File: config.mk
export PLATFORM = sky130hd
export DESIGN_NAME = vga_source_mux
export DESIGN_NICKNAME = d
export VERILOG_FILES = /design/src/rtl/vga_source_mux.sv
export SDC_FILE = /design/constraint.sdc
export NUM_CORES = 1
export LEC_CHECK = 0
export ABC_AREA = 0
export CAP_MARGIN = 0
export CORE_ASPECT_RATIO = 1.25
export CORE_UTILIZATION = 38
export CTS_CLUSTER_SIZE = 16
export DETAILED_ROUTE_END_ITERATION = 12
export GPL_ROUTABILITY_DRIVEN = 0
export GPL_TIMING_DRIVEN = 0
export PLACE_DENSITY = 0.74
export RECOVER_POWER = 50
export SYNTH_ARGS = -nofsm -noshare
export SYNTH_HDL_FRONTEND = slang
export SYNTH_SLANG_ARGS = --single-unit
File: constraint.sdc
create_clock -name clk -period 1.5 [get_ports clk]
set_clock_uncertainty 0.15 [all_clocks]
set_input_delay 0.3 -clock clk [delete_from_list [all_inputs] [get_ports clk]]
set_output_delay 0.3 -clock clk [all_outputs]
set_load 0.01 [all_outputs]
File: src/rtl/vga_source_mux.sv
// vga_source_mux: selects or composites NUM_SRC pixel sources for the VGA pins.
// Requests ({mode_in, sel_in}) are debounced into a pending register and committed
// only on a vsync falling edge, so a source change never tears a frame.
// Ports:
//   clk, rst            clock, asynchronous active-high reset
//   pix_ce              pixel strobe; pixel/sync registers advance only when high
//   sel_in, mode_in     requested source index / mode (0 exclusive, 1 overlay)
//   src_red/green/blue  packed per-source colour, source i at [i*W +: W]
//   src_opaque          per-source "pixel drawn" flag (overlay priority)
//   bg_rgb              overlay background colour {r,g,b}
//   vga_blank           forces black outside the active area
//   hsync_in, vsync_in  active-low syncs from the timing generator
//   red, green, blue    registered pixel colour
//   hsync, vsync        syncs delayed by one pix_ce to match colour
//   active_sel/mode     committed selection
//   switch_pulse        one-clk pulse on every commit
module vga_source_mux #(
  parameter int unsigned NUM_SRC      = 4,
  parameter int unsigned SEL_W        = 2,
  parameter int unsigned RED_W        = 3,
  parameter int unsigned GRN_W        = 3,
  parameter int unsigned BLU_W        = 2,
  parameter int unsigned DEBOUNCE_CYC = 16
) (
  input  logic                         clk,
  input  logic                         rst,
  input  logic                         pix_ce,
  input  logic [SEL_W-1:0]             sel_in,
  input  logic                         mode_in,
  input  logic [NUM_SRC*RED_W-1:0]     src_red,
  input  logic [NUM_SRC*GRN_W-1:0]     src_green,
  input  logic [NUM_SRC*BLU_W-1:0]     src_blue,
  input  logic [NUM_SRC-1:0]           src_opaque,
  input  logic [RED_W+GRN_W+BLU_W-1:0] bg_rgb,
  input  logic                         vga_blank,
  input  logic                         hsync_in,
  input  logic                         vsync_in,
  output logic [RED_W-1:0]             red,
  output logic [GRN_W-1:0]             green,
  output logic [BLU_W-1:0]             blue,
  output logic                         hsync,
  output logic                         vsync,
  output logic [SEL_W-1:0]             active_sel,
  output logic                         active_mode,
  output logic                         switch_pulse
);

  localparam int unsigned RGB_W = RED_W + GRN_W + BLU_W;
  localparam int unsigned REQ_W = SEL_W + 1;
  localparam int unsigned CNT_W = (DEBOUNCE_CYC > 1) ? $clog2(DEBOUNCE_CYC) : 1;
  localparam logic [CNT_W-1:0] CNT_MAX = CNT_W'(DEBOUNCE_CYC - 1);

  logic [REQ_W-1:0] request;
  logic [REQ_W-1:0] lastSample;
  logic [REQ_W-1:0] pending;
  logic [CNT_W-1:0] stableCnt;
  logic             prevVsync;
  logic             sampleStable;
  logic             requestValid;
  logic             frameEdge;
  logic [RGB_W-1:0] exclRgb;
  logic [RGB_W-1:0] ovlRgb;
  logic [RGB_W-1:0] nextRgb;

  assign request      = {mode_in, sel_in};
  assign sampleStable = (request == lastSample);
  assign requestValid = (32'(sel_in) < NUM_SRC);
  assign frameEdge    = pix_ce && prevVsync && !vsync_in;

  // Debounce: latch a request once it has been sampled unchanged DEBOUNCE_CYC times.
  always_ff @(posedge clk or posedge rst) begin
    if (rst) begin
      lastSample <= '0;
      stableCnt  <= '0;
      pending    <= '0;
    end else begin
      lastSample <= request;
      if (!sampleStable) begin
        stableCnt <= '0;
      end else if (stableCnt != CNT_MAX) begin
        stableCnt <= stableCnt + 1'b1;
      end
      if (sampleStable && (stableCnt == CNT_MAX) && requestValid) begin
        pending <= request;
      end
    end
  end

  // Commit at the frame boundary; uses pending as it stood before this clk.
  always_ff @(posedge clk or posedge rst) begin
    if (rst) begin
      prevVsync    <= 1'b1;
      active_sel   <= '0;
      active_mode  <= 1'b0;
      switch_pulse <= 1'b0;
    end else begin
      switch_pulse <= 1'b0;
      if (pix_ce) begin
        prevVsync <= vsync_in;
      end
      if (frameEdge && (pending != {active_mode, active_sel})) begin
        {active_mode, active_sel} <= pending;
        switch_pulse              <= 1'b1;
      end
    end
  end

  // Source selection: exclusive index, or lowest-index opaque source over background.
  always_comb begin
    logic found;
    exclRgb = '0;
    ovlRgb  = bg_rgb;
    found   = 1'b0;
    for (int unsigned i = 0; i < NUM_SRC; i++) begin
      if (SEL_W'(i) == active_sel) begin
        exclRgb = {src_red[i*RED_W +: RED_W], src_green[i*GRN_W +: GRN_W],
                   src_blue[i*BLU_W +: BLU_W]};
      end
      if (src_opaque[i] && !found) begin
        ovlRgb = {src_red[i*RED_W +: RED_W], src_green[i*GRN_W +: GRN_W],
                  src_blue[i*BLU_W +: BLU_W]};
        found  = 1'b1;
      end
    end
    if (vga_blank) begin
      nextRgb = '0;
    end else if (active_mode) begin
      nextRgb = ovlRgb;
    end else begin
      nextRgb = exclRgb;
    end
  end

  // Colour and syncs register together so their alignment is preserved.
  always_ff @(posedge clk or posedge rst) begin
    if (rst) begin
      red   <= '0;
      green <= '0;
      blue  <= '0;
      hsync <= 1'b1;
      vsync <= 1'b1;
    end else if (pix_ce) begin
      {red, green, blue} <= nextRgb;
      hsync              <= hsync_in;
      vsync              <= vsync_in;
    end
  end

endmodule

; ---- Yosys cells after proc, flatten, opt, wreduce, memory -nomap -nowiden
; Cells that the tools add are included.
[classes]
add_sub_neg = 1
eq_ne = 8
muxes = 16
reduce_logical = 12
[ops]
columns = cell, count
row1 = $mux W8, 10
row2 = $mux W4, 2
row3 = $logic_and A1 B1 Y1, 7
row4 = $add A4 B1 Y4 const B, 1
row5 = $eq A2 B2 Y1 const A, 2
row6 = $eq A4 B4 Y1 const B, 1
row7 = $logic_not A1 Y1, 4
row8 = $mux W1, 4
row9 = $ne A4 B4 Y1 const B, 1
row10 = $eq A3 B3 Y1, 1
row11 = $ne A3 B3 Y1, 1
row12 = $eq A1 B2 Y1 const A, 1
row13 = $logic_not A2 Y1, 1
row14 = $ne A2 B1 Y1 const B, 1
[totals]
reg_bits = 24
wordCells = 48

; ---- Longest topological paths before layout
[logic_depth]
depth_word = 12
ltp_mapped = 4

; ---- Worst setup path before layout
; No wires, ideal clock.
[synth_timing]
path_kind = reg-to-reg
from = reg stableCnt[0]
to = reg pending[0]
setup_time_ns = 0.128
arrival_time_ns = 1.333
required_time_ns = 1.222
slack_ns = -0.110
stages_incl_launch_ff = 5
path_cell_list = dfrtp_1 ha_1 nand3_1 nor4_4 mux2_1
[synth_via]
elab_chain_len = 2
[synth_lines]
columns = element, line
row1 = start: declaration, 56  ; logic [CNT_W-1:0] stableCnt;
row2 = start signal: assignment, 81  ; stableCnt <= stableCnt + 1'b1;
row3 = $eq A4 B4 Y1, 83  ; if (sampleStable && (stableCnt == CNT_MAX) && requestValid) begin
row4 = $logic_and A1 B1 Y1, 83
row5 = end signal: assignment, 84  ; pending <= request;
row6 = end: declaration, 55  ; logic [REQ_W-1:0] pending;
; No other way between the ends.
; A chain may end at the register's enable or synchronous reset.

; ---- Final worst setup path
[layout_timing]
from = reg active_sel[0]
to = reg green[0]
[layout_via]
elab_chain_len = 7
[layout_lines]
columns = element, line
row1 = start: declaration, 43  ; output logic [SEL_W-1:0] active_sel,
row2 = start signal: assignment, 102  ; {active_mode, active_sel} <= pending;
row3 = $logic_not A2 Y1, 115  ; if (SEL_W'(i) == active_sel) begin
row4 = $mux W8 (3 in series), 115
row5 = $mux W8 (*), 115
row6 = $mux W8 (*), 127  ; end else if (active_mode) begin
row7 = $mux W8 (*), 125  ; if (vga_blank) begin
row8 = end signal: assignment, 143  ; {red, green, blue} <= nextRgb;
row9 = end: declaration, 39  ; output logic [GRN_W-1:0] green,
; Every way passes the cells marked *; elsewhere a longest branch is shown, timed or not.

==> out/qor.yml <==
run_status: "finished, violations left"
failing_checks: "setup timing"
dr_wl_met2_um: 2660
post_synth.cell_area_avg_um2: 10.9
timing_worst_setup_path_type: "reg -> reg"
top_layer_used: "met4"
required_ns: 1.50
synth_cell_types: 36
fp-row-count: 25
final_clock_period_utilization_by_the_worst_path_pct: 107
dieWidth_um: 59.2
yosys.area.top_type_share_pct: 35.4
yosys-top-cells-area: "dfrtp_1 35%, mux4_2 12%, a21oi_1 4.8%, o41ai_1 3.9%, mux2_2 3.6%"
tightestPinTransition_ns: 0.535
number_of_endpoints_failing_setup_at_the_final_stage: 10
worst_setup_path_start_kind: "flop"
grt_first_pass_wirelength_um: 7490
yosys_warnings: 0
synth_ff_type: "dfrtp_1"
final_period_minus_worst_setup_slack_ns: 1.60
detailroute.via_count: 1533
final_hold_vios: 0
core_area_um2: 3850
synth-edff-count: 0
power.leakage_uw: 0.00103
cts.path.max_buffers: 2
die_area_um2: 4350
clkSlewWorstSetupHoldPaths_ns: 0.09
power.total_uw: 1720
maximum_number_of_pins_on_one_net_before_global_route_repair: 25
vdd_drop_max_mv: 0.583
rsz0062_at_grt: "yes"
die_height_um: 73.5
async_flop_share_pct: 100
cp_max_fo: 4
ctsHtreeMaxLevel: 1
grt_pass1_vias: 1586
postLayoutSetupSlackWorst_ns: -0.100
tritoncts: "built"
syn_nets: 197
post_synth_instance_area_um2: 1550
hold_ws_ns: 0.198
antenna_violating_nets_post_route: 0
grt_overflow: 0
max_slew_violations: 0
synth_top_cell_by_area: "dfrtp_1"
routed_wirelength_um: 5050
areaGrowthSynthToFinish_pct: 63.1
cp_arrival_ns: 1.60
route.detailed.vias_per_inst: 5.51
post-place-ws_ns: -0.556
hold_class: "in -> reg"
antenna_cells: 0
antenna_found_initial: 0
firstDrtPassIters: 4
synth-seq-area-share_pct: 38.8
ys_seq_elements: 24
count_of_mapped_cells_out_of_synthesis: 143
upper_clock_frequency_limit_mhz: 625
max_cap_viol_count: 0
place.detailed.hpwl_um: 3520
met3_wirelength_um: 327
m1_wire_length_um: 1960
cts.hold.buffers_added: 0
buffer_ports.inserted: 66
initial_core_util_pct: 40.4
insertion_delay_to_the_later_sink_of_the_worst_skew_pair_ns: 0.27
cts_made_buffers: 3
detail_route.iter0.violations: 141
clk_root_buffer_cell: "clkbuf_8"
drcViolationCount: 0
power-per-cell-area_nw_per_um2: 680
top_level_ports: 67
endpoint_kind: "flop"
drive_gt1_share_pct: 29.5
groute.usage.overall_pct: 23.1
slew_headroom_pct: 64.2
drt-wirelength-per-cell_um: 18.2
final_nets: 279
clock_sinks: 24
-- where the power goes --
| part | total [uW] | internal (uW) | switching (uW) |
|---|---|---|---|
| clock | 446 | 234 | 212 |
| combinational | 549 | 322 | 228 |
| sequential | 728 | 697 | 31.0 |
| total | 1720 | 1250 | 470 |
-- stage by stage --
stage / setup TNS [ns] / instance area, um^2 / utilization, % / cells
final: -0.704 / 2530 / 65.9 / 278
after global routing: -1.13 / 2530 / 65.9 / 278
after CTS: -1.11 / 2450 / 63.8 / 274
after detailed placement: -10.73 / 2300 / 59.7 / 263
after global placement: -9.93 / 2300 / 59.7 / 263
after floorplan: -0.288 / 1570 / - / 143
-- per-layer routing --
metal | vias up | global-route usage (%)
met1 | 748 | 28.9
met2 | 71 | 40.2
li1 | 703 | -
met3 | 11 | 3.70
met5 | - | 0
met4 | 0 | 7.14
-- synthesized netlist by cell type, types with 3 or more instances --
library cell,number
nor2b_1,8
xor2_1,3
o22ai_1,7
xnor2_1,4
o41ai_1,7
mux2_2,5
nand2b_1,9
mux2_1,3
dfrtp_1,22
or3_1,8
a21oi_1,15
mux4_2,8
nor2_1,12
-- layout by cell type, fill, tap and decap left out, types with 3 or more instances in the layout --
master / n
a21oi_1: 8
a21oi_2: 8
buf_4: 13
clkbuf_8: 4
clkdlybuf4s50_1: 44
dfrtp_1: 20
dlygate4sd2_1: 17
mux2_2: 5
mux2_4: 3
mux4_2: 8
nand2b_1: 9
nor2_1: 12
nor2b_1: 8
o22ai_1: 7
o41ai_1: 6
or3_1: 8
xnor2_1: 4
-- path summary, 6_finish.rpt --
path | startpoint | endpoint | slack [ns] | cells after the start
setup reg to reg | active_sel[0] | green[0] | -0.10 | 4
hold reg to reg | pending[2] | pending[2] | 0.42 | 1
setup / recovery | active_sel[0] | green[0] | -0.10 | 4
min in group asynchronous | rst | green[2] | 0.40 | 2
max in group asynchronous | rst | prevVsync | 0.46 | 2
hold / removal | sel_in[0] | lastSample[0] | 0.20 | 1
-- cells by family (layout without fill, tap and decap cells) --
group | Yosys count | after routing | synth area share (%)
and+or+nand+nor | 51 | 51 | 20.3
AOI/OAI and AO/OA | 34 | 34 | 14.6
DFF | 24 | 24 | 38.8
muxes | 17 | 17 | 18.0
buffers and inverters | 9 | 90 | 3.54
xor gates and xnor gates | 7 | 7 | 3.95
adders and majority gates | 1 | 1 | 0.805
-- what timing repair did --
action | 4_1_cts | 5_1_grt
setup endpoints to repair | 29 | 14
pin swaps | 2 | 2
hold endpoints to repair | 0 | 0
gates cloned | 0 | 1
resized for setup | 38 | 13
setup buffers | 8 | 3
-- worst max-delay path: stages (launching register included) --
cell and delay, ns:
dfrtp_2 0.43, clkbuf_16 0.16, mux4_2 0.50, a21oi_2 0.15, o41ai_1 0.09
-- layout make-up --
cell class	count	area, um^2
Timing Repair Buffer	78	747
Tap cell	54	67.6
Inverter	2	11.3
Buffer	6	56.3
Multi-Input combinational cell	110	992
Sequential cell	24	606
Fill cell	307	1310
Clock buffer	4	55.1
-- flip-flops by register name, indices dropped and copies added (netlist names) --
register	cells
stableCnt	4
green	3
lastSample	3
pending	3
red	3
active_sel	2
blue	2
active_mode	1
hsync	1
prevVsync	1
switch_pulse	1
No activity file was read; power rests on OpenSTA's default activity.
==> patch 1 (same settings) <==
Set the parameter `GRN_W` to 6 (it was 3).
--- a/src/rtl/vga_source_mux.sv
+++ b/src/rtl/vga_source_mux.sv
@@ -20,3 +20,3 @@
   parameter int unsigned RED_W        = 3,
-  parameter int unsigned GRN_W        = 3,
+  parameter int unsigned GRN_W        = 6,
   parameter int unsigned BLU_W        = 2,
Ports: changed (resized bg_rgb, green and src_green); port bits go from 67 to 85. The function was not compared with the original's and may differ.
==> patch 1 against the original RTL <==
  * The run still ends with setup timing left
  * Non-clock buffer count is 33 higher
  * Core utilization down 2.9 points
  * Clock power down 12%
  * Setup slack gained 0.058 ns
  * Die area increased by 30%
  * Fmax grew 3.7%
  * Sequential cell count increased by 3
  * Critical path depth up 3
  * Synthesized area rose by 31%
  * Wire length grew 21%
  * Total power rose by 16%
  * Final area rose by 27%
  * Hold slack lost 0.026 ns
  * Critical path type unchanged
==> patch 1: results (changes against the original RTL) <==
status: "finished with violations"
grt_pass1_wl_um: 9250  # +24%
timing.final.ws_setup_ns: -0.0426  # +0.0577 ns
ys_ff_latch: 27  # +13%
leakagePower_nw: 1.42  # +37%
io_buffer_count: 84  # +27%
grt_util_all_layers_pct: 21.3  # -1.8 points
buffer_area_share_pct: 33.4  # +1.7 points
worst_pin_slew_ns: 0.546  # +0.0111 ns
drtIter0Drc: 102  # -28%
clk_latency_ns: 0.27  # about the same
critical_path.slowest_cell: "dfrtp_1"
crit_start: "active_sel[1]"
yosys-top-cells-count: "a21oi_1, dfrtp_1, inv_1"
syn_nets: 307  # +56%
grt_max_degree: 28  # +12%
nNonClkBuffers: 117  # +39%
routed_wl_um: 6140  # +21%
finalNetCount: 412  # +48%
rr_worst_depth: 7  # +3
grt_use_met1_pct: 24.4  # -4.5 points
ys_seq_area_share_pct: 33.3  # -5.5 points
place.detailed.instances: 384  # +46%
synthTopCellsByArea: "dfrtp_1, mux2i_1, a21oi_1, a32oi_1, a211oi_1"
setup_viol: 2  # -8
dr_total_vias: 2146  # +40%
inv_count: 24  # +22
multi_input_area_share_pct: 38.8  # -0.38 points
dpl_worst_slack_ns: -0.505  # +0.0510 ns
hold-worst-slack_ns: 0.172  # -0.0255 ns
multi_input_cells: 170  # +55%
hpwl_um: 4750  # +35%
regToRegSetupSlack_ns: -0.04  # +0.06 ns
cp_max_fo: 6  # +2
drive_gt1_share_pct: 18.1  # -11 points
crit_family: "compound AO/OA/AOI/OAI gates"
ir_drop_v: 0.000731  # +25%
grtUsageMet3_pct: 3.14  # -0.56 points
synthDistinctLibCells: 28  # -22%
wl_met2_um: 3270  # +23%
met2_usage_pct: 38.2  # -2.0 points
dpl_cell_area_sq_um: 2960  # +29%
nFillCells: 449  # +46%
violations: "setup timing"
routedWlPerCell_um: 15.2  # -16%
syn_area_per_cell_sq_um: 8.55  # -21%
wl_met1_um: 2430  # +24%
min_from: "mode_in"
regArea_sq_um: 681  # +12%
critical-path-max-stage-delay_ns: 0.39  # -0.11 ns
-- patch 1: cell count changes after synthesis, sizes merged, moves of 12 or more --
cell and delta:
inv +22, mux2i +22, a21oi +17, a211oi +12
-- patch 1: logic make-up (layout without fill, tap and decap cells) --
group	count (synthesis)	in the layout	share of synthesized area, %
compound gates	80	80	24.6
xor+xnor	7	7	3.01
fa+ha+maj	1	1	0.615
buf+inv	41	145	9.77
flops	27	27	33.3
mux	31	31	15.7
simple gates	51	51	12.9
-- patch 1: what timing repair did --
| action | in CTS | in global routing |
|---|---|---|
| buffers inserted | 7 | 7 |
| gates cloned | 1 | 2 |
| pin swaps | 21 | 17 |
| gates resized for setup | 50 | 28 |
| endpoints found under the setup margin | 35 | 30 |
-- patch 1: where the power goes --
| part | internal, mW | leakage (nW) | switching [mW] |
|---|---|---|---|
| registers | 0.789 | 0.347 | 0.0337 |
| logic | 0.434 | 1.05 | 0.354 |
| clock network | 0.186 | 0.0255 | 0.208 |
| total | 1.41 | 1.42 | 0.595 |
==> patch 2 (config.mk and constraints unchanged) <==
Without the edit above. Register the output `vsync` once more, cleared by the reset; this adds one clock of latency there. The other outputs are not delayed to match.
--- a/src/rtl/vga_source_mux.sv
+++ b/src/rtl/vga_source_mux.sv
@@ -51,2 +51,4 @@
   localparam logic [CNT_W-1:0] CNT_MAX = CNT_W'(DEBOUNCE_CYC - 1);
+
+  logic vsync_s0;
 
@@ -140,3 +142,3 @@
       hsync <= 1'b1;
-      vsync <= 1'b1;
+      vsync_s0 <= 1'b1;
     end else if (pix_ce) begin
@@ -144,3 +146,11 @@
       hsync              <= hsync_in;
-      vsync              <= vsync_in;
+      vsync_s0           <= vsync_in;
+    end
+  end
+
+  always_ff @(posedge clk or posedge rst) begin
+    if (rst) begin
+      vsync <= '0;
+    end else begin
+      vsync <= vsync_s0;
     end
Function: changed (Yosys sat finds a counterexample within 4 cycles, from zero or initial values and one cycle with rst high).
==> patch 2 against the original RTL <==
  * Largest cell class unchanged
  * Total power is 1.6% lower
  * Setup slack better by 0.014 ns
  * Sequential cell count grew 1
  * The run still ends with setup timing left
  * Final area shrank 0.20%
  * Largest power group unchanged
  * Synthesized area is 0.72% higher
  * Wire length shrank 1.1%
  * Via count grew 2.7%
==> patch 2: results (changes against the original RTL) <==
postCtsSetupBuffers: 11  # +3
synth_fa_ha_area_share_pct: 0.799  # -0.0058 points
finalNetCount: 280  # +0.36%
cts-resized-gates: 33  # -13%
grt_max_degree: 26  # +4.0%
hold-worst-slack_ns: 0.0654  # -0.132 ns
grt_use_met1_pct: 26.7  # -2.2 points
drtIter0Drc: 136  # -3.5%
ys_seq_area_share_pct: 40.1  # +1.3 points
timing.final.ws_setup_ns: -0.0863  # +0.0139 ns
setup_viol: 11  # +1
wl_met1_um: 1980  # +1.4%
muxShareOfSynthArea_pct: 17.9  # -0.13 points
rr_worst_depth: 3  # -1
route.met3.wl_um: 358  # +9.5%
syn_inst: 144  # +0.70%
synth_xor_area_share_pct: 3.92  # -0.028 points
worstSetupEndpoint: "pending[0]"
grt_pass1_vias: 1700  # +7.2%
grt_pass1_wl_um: 7740  # +3.4%
violations: "setup timing"
crit_start: "lastSample[0]"
grt_util_all_layers_pct: 23.7  # +0.64 points
fin_setup_tns_ns: -0.644  # +0.0605 ns
dpl_cell_area_sq_um: 2320  # +0.87%
hpwl_um: 3620  # +3.1%
dr_total_vias: 1574  # +2.7%
routedWlPerCell_um: 17.9  # -1.5%
status: "finished with violations"
synth_compound_area_share_pct: 14.5  # -0.10 points
nFillCells: 329  # +7.2%
wl_met2_um: 2620  # -1.5%
drive_gt1_share_pct: 27.1  # -2.4 points
place.detailed.instances: 264  # +0.38%
patch 2: cells by family (layout without fill, tap and decap cells):
kind of cell    after synthesis  in the layout
xor+xnor                      7              7
buf+inv                       9             90
simple gates                 51             51
fa+ha+maj                     1              1
mux                          17             17
compound gates               34             34
flops                        25             25
patch 2: cell type report:
class	instances	share of cell area [%]
buffer	6	2.23
clock inverter	1	0.198
timing repair buffer	78	28.8
sequential	25	24.9
tap	54	2.67
inverter	2	0.445
multi-input combinational	110	39.2
clock buffer	3	1.63
patch 2: power by group through the flow:
stage / logic (mW) / registers [mW] / clock network [mW]
detailed placement: 0.512 / 0.768 / 0
CTS: 0.529 / 0.754 / 0.406
global placement: 0.497 / 0.765 / 0
global route: 0.580 / 0.762 / 0.423
floorplan: 0.213 / 0.783 / 0
finish: 0.543 / 0.755 / 0.398
patch 2: worst max-delay path: stages (launching register included):
cell and delay, ns:
dfrtp_1 0.41, xor2_2 0.17, nor4_4 0.41, mux2_4 0.34
